[config.mk]
export PLATFORM = sky130hd
export DESIGN_NAME = bin_count_src
export DESIGN_NICKNAME = d
export VERILOG_FILES = /design/src/rtl/bin_count_src.sv
export SDC_FILE = /design/constraint.sdc
export NUM_CORES = 1
export LEC_CHECK = 0
export ABC_CLOCK_PERIOD_IN_PS = 1500
export BUFFER_PORTS_ARGS = -buffer_cell sky130_fd_sc_hd__buf_2
export CAP_MARGIN = 20
export CORE_UTILIZATION = 40
export DETAILED_ROUTE_END_ITERATION = 8
export PLACE_DENSITY = 0.67
export SYNTH_ARGS = -nofsm -noshare
export SYNTH_HDL_FRONTEND = slang
export SYNTH_SLANG_ARGS = --single-unit
[constraint.sdc]
create_clock -name clk -period 1.5 [get_ports clk]
set_input_delay 0.3 -clock clk [delete_from_list [all_inputs] [get_ports clk]]
set_output_delay 0.3 -clock clk [all_outputs]
set_load 0.1 [all_outputs]
[src/rtl/bin_count_src.sv]
// Stepped binary count source with valid/ready handshake, load, wrap/one-shot and terminal pulse.
// Define BIN_COUNT_SRC_GRAY_OUT_EN to add a registered gray_out aligned with bin_out.
module bin_count_src #(
  parameter int unsigned WIDTH = 4,
  parameter bit          WRAP  = 1'b1
) (
  input  logic             clk,
  input  logic             rst_n,
  input  logic             start,
  input  logic             stop,
  input  logic             up_dn,
  input  logic             load,
  input  logic [WIDTH-1:0] load_val,
  input  logic             out_ready,
  output logic             out_valid,
  output logic [WIDTH-1:0] bin_out,
  output logic             tc,
  output logic             busy
`ifdef BIN_COUNT_SRC_GRAY_OUT_EN
  ,
  output logic [WIDTH-1:0] gray_out
`endif
);

  typedef enum logic [1:0] {StIdle, StRun, StDone} state_e;

  localparam logic [WIDTH-1:0] Ones = '1;

  state_e           state_q, state_d;
  logic [WIDTH-1:0] count_q, count_d;
  logic             tc_d;
  logic             xfer, is_term;

  assign xfer    = (state_q == StRun) && out_ready;
  assign is_term = (count_q == (up_dn ? Ones : '0));

  always_comb begin
    state_d = state_q;
    count_d = count_q;
    tc_d    = 1'b0;
    unique case (state_q)
      StIdle: begin
        if (start && !stop) state_d = StRun;
      end
      StRun: begin
        if (xfer) begin
          count_d = up_dn ? count_q + WIDTH'(1) : count_q - WIDTH'(1);
          if (is_term) begin
            tc_d = 1'b1;
            if (!WRAP) begin
              // One-shot: park on the terminal code.
              count_d = count_q;
              state_d = StDone;
            end
          end
        end
        if (stop) state_d = StIdle;
      end
      StDone: begin
        if (start && !stop) begin
          state_d = StRun;
          count_d = up_dn ? '0 : Ones;
        end
      end
      default: state_d = StIdle;
    endcase
    // Load overrides any advance, restart value and terminal pulse.
    if (load) begin
      count_d = load_val;
      tc_d    = 1'b0;
    end
  end

  always_ff @(posedge clk or negedge rst_n) begin
    if (!rst_n) begin
      state_q   <= StIdle;
      count_q   <= '0;
      out_valid <= 1'b0;
      tc        <= 1'b0;
      busy      <= 1'b0;
`ifdef BIN_COUNT_SRC_GRAY_OUT_EN
      gray_out  <= '0;
`endif
    end else begin
      state_q   <= state_d;
      count_q   <= count_d;
      out_valid <= (state_d == StRun);
      tc        <= tc_d;
      busy      <= (state_d == StRun);
`ifdef BIN_COUNT_SRC_GRAY_OUT_EN
      gray_out  <= count_d ^ (count_d >> 1);
`endif
    end
  end

  assign bin_out = count_q;

endmodule

==> summary.md <==
| Metric | Value |
|---|---|
| Worst Setup End Kind | register |
| Via count of the first global-routing pass | 523 |
| Synthesis-stage register bit count | 8 |
| Slew headroom | 0.671 |
| Standby leakage power | 0.000392 uW |
| Final critical path time including I/O delays and setup | 1680 ps |
| Setup Skew | 9.15 ps |
| Capture point of the worst reg-to-reg path | bin_out[3] |
| Worst Setup EP | bin_out[3] |
| Clock Latency Late Sink | 270 ps |
| Final setup violation count | 3 |
| WL final | 1470 um |
| Iteration-0 DRC Markers | 9 |
| Via-to-Cell Ratio | 5.54 |
| Count of clock tree sinks | 8 |
| Fraction of the yosys area taken by sequential cells | 0.385 |
| Maximum vdd drop | 0.00124 V |
| Start point of the critical path | bin_out[2] |
| Post-synth top flop | dfrtp_1 |
| Placeable core region | 1160 um2 |
| Max-Cap Viols | 0 |
| Post-layout total power | 1240 uW |
| Sequential cell fraction of total power | 0.250 |
| Worst hold margin | 244 ps |
| Worst Setup Start Kind | register |
| Fraction of the core area covered by cells at the end of the flow | 0.740 |
| Root buffer cell | clkbuf_4 |
| Drt drc | 0 |
| Clock edge transition at the registers on the reported setup and hold paths | 60 ps |
| Synthesized net count | 69 |
| Share of flip-flops with an asynchronous set or reset | 1.00 |
| Pre-CTS setup slack | -262 ps |
| Setup repair bufs after CTS | 0 |
| Unique cell type count in the Yosys netlist | 27 |
| Floorplan die area | 1450 um2 |
| Number of iterations in the first detailed-routing pass | 4 |
| R2R cell count | 5 |
| Netlist area before placement | 520 um2 |
| Highest-count cells in the layout ignoring fill and taps | 14 x buf_2, 12 x buf_4, 7 x inv_1 |
| Biggest fanout along the worst timing path | 3 |
| Final slew viol count | 0 |
| Initial cell density of the core | 0.450 |
| Sw Ratio | 0.466 |
| EDFF count, synth | 0 |
| Standard-cell row count | 12 |
| Overall die height | 38.1 um |
| Number of vias in the routed layout | 554 |
| Violated checks | negative setup slack |
| Synthesized instance count | 55 |
| Proportion of layout cells with a drive suffix above 1 | 0.570 |
| Unrepaired setup endpoints after global routing | yes |
| Final Hold Fails | 0 |
| Number of antenna-violating nets in the routed design | 0 |
| Minimum setup slack among reg-to-reg paths | -180 ps |
| Placed wire-length estimate | 1050 um |
| Global-route wire length before repair | 2180 um |
| Commonest non-fill, non-tap cell in the layout | buf_2 |
| Upper clock frequency limit | 0.595 GHz |
| Area overhead of the layout relative to synthesis | 64.4% |
| Worst min-delay path category | in2reg |
| Run status | complete, but fails checks |
| Tot GR Track Use | 0.227 |
| Drt wl/cell | 14.7 um |
| Transition time at the pin with the least slew margin | 497 ps |
| Number of H-tree branching levels | 1 |
| Switching power | 576 uW |
| Internal Power | 661 uW |
| Pwr/cell area | 1450 nW/um2 |
| Final Net Count | 102 |
| Type of the worst setup path | reg2reg |
| Critical Path AT | 1830 ps |
| Die width | 38.1 um |
| Port buffer count | 17 |
| Reg-to-reg startpoint | bin_out[2] |
| Data required time of the critical path | 1650 ps |
| Number of antenna violations at the first check in global routing | 0 |
| Top-level port count | 18 |
| Fin crit share | 1.12 |
| Final setup margin | -180 ps |
| Ant diodes | 0 |
| Total CTS buffers | 3 |
| Maximum number of pins on one net before global-route repair | 11 |
| Post-Synthesis Mean Instance Area | 9.46 um2 |
| TritonCTS clock tree | yes |
| Final weighted congestion in routability-driven placement | 0.814 |
| Largest buffer count on any clock path | 2 |
| Warnings from Yosys | 0 |
| Portion of total power attributed to combinational logic | 0.606 |
| Clock share of power | 0.144 |
| Overflow after GRT | 0 |
## power groups by stage
| stage | registers (uW) | clock network, uW | logic [uW] |
|---|---|---|---|
| global route | 312 | 191 | 788 |
| floorplan | 546 | 0 | 200 |
| detailed placement | 307 | 0 | 695 |
| global placement | 306 | 0 | 681 |
| CTS | 308 | 182 | 729 |
| finish | 309 | 179 | 750 |
## sequential cells by signal, summed over array words and instances, names as in the netlist
| name | flops |
|---|---|
| busy | 1 |
| tc | 1 |
| state_q | 2 |
| bin_out | 4 |
## routing by layer
layer	wire length, um	vias to the layer above	GRT usage
li1	-	263	-
met5	0	-	0
met4	34	0	0.107
met1	635	261	0.247
met3	90	6	0.0698
met2	712	24	0.394
## synthesized netlist by cell type (2+ instances only)
master,n,area [um2]
nand2b_1,2,12.5
nor2_1,2,7.51
dfrtp_1,8,200
a2111oi_0,2,17.5
nand3_1,3,15.0
ha_1,2,25.0
nand2_1,3,11.3
mux2_2,2,22.5
a21oi_1,6,30.0
o21ai_0,2,10.0
inv_1,7,26.3
## cells by family (layout without fill, tap and decap cells)
family	Yosys count	after routing	share of synthesized area
AO/OA/AOI/OAI	15	15	0.204
XOR/XNOR	1	1	0.0168
adder cells (fa/ha/maj)	3	3	0.0865
buffers and inverters	9	40	0.0721
flip-flops	8	8	0.385
multiplexers	2	2	0.0433
AND/OR/NAND/NOR	17	17	0.192
## through the flow
step	cell area (um2)	setup TNS [ps]	instances
3_5_place_dp	781	-580	96
5_1_grt	856	-518	100
4_1_cts	841	-299	100
3_3_place_gp	781	-478	96
6_report	856	-325	100
2_1_floorplan	554	-717	55
## area by class of cell
type	instances	area, um2
Clock buffer	3	22.5
Fill cell	99	300
Inverter	7	26.3
Multi-Input combinational cell	38	347
Sequential cell	8	213
Tap cell	14	17.5
Timing Repair Buffer	30	230
## worst min-delay path by stage
stage,startpoint,end,slack (ps),cells past startpoint
after detailed placement,rst_n,bin_out[3],160,1
after floorplan,rst_n,bin_out[3],4,0
after CTS,stop,busy,230,2
after global placement,rst_n,bin_out[3],160,1
final,stop,busy,240,2
after global routing,stop,busy,240,2
## worst max-delay path: stages (launching register included)
cell and delay [ps]:
dfrtp_4 490, ha_4 290, a21oi_2 60, a211o_1 320
a2111oi_2 310, nor3_1 90
## timing repair
action                                 4_1_cts  5_1_grt
gates resized for setup                      4        5
setup endpoints to repair                    4        4
hold buffers                                 1        0
gates cloned                                 0        0
endpoints found under the hold margin        8        0
pin swaps                                    0        1
No activity file was read; power rests on OpenSTA's default activity.
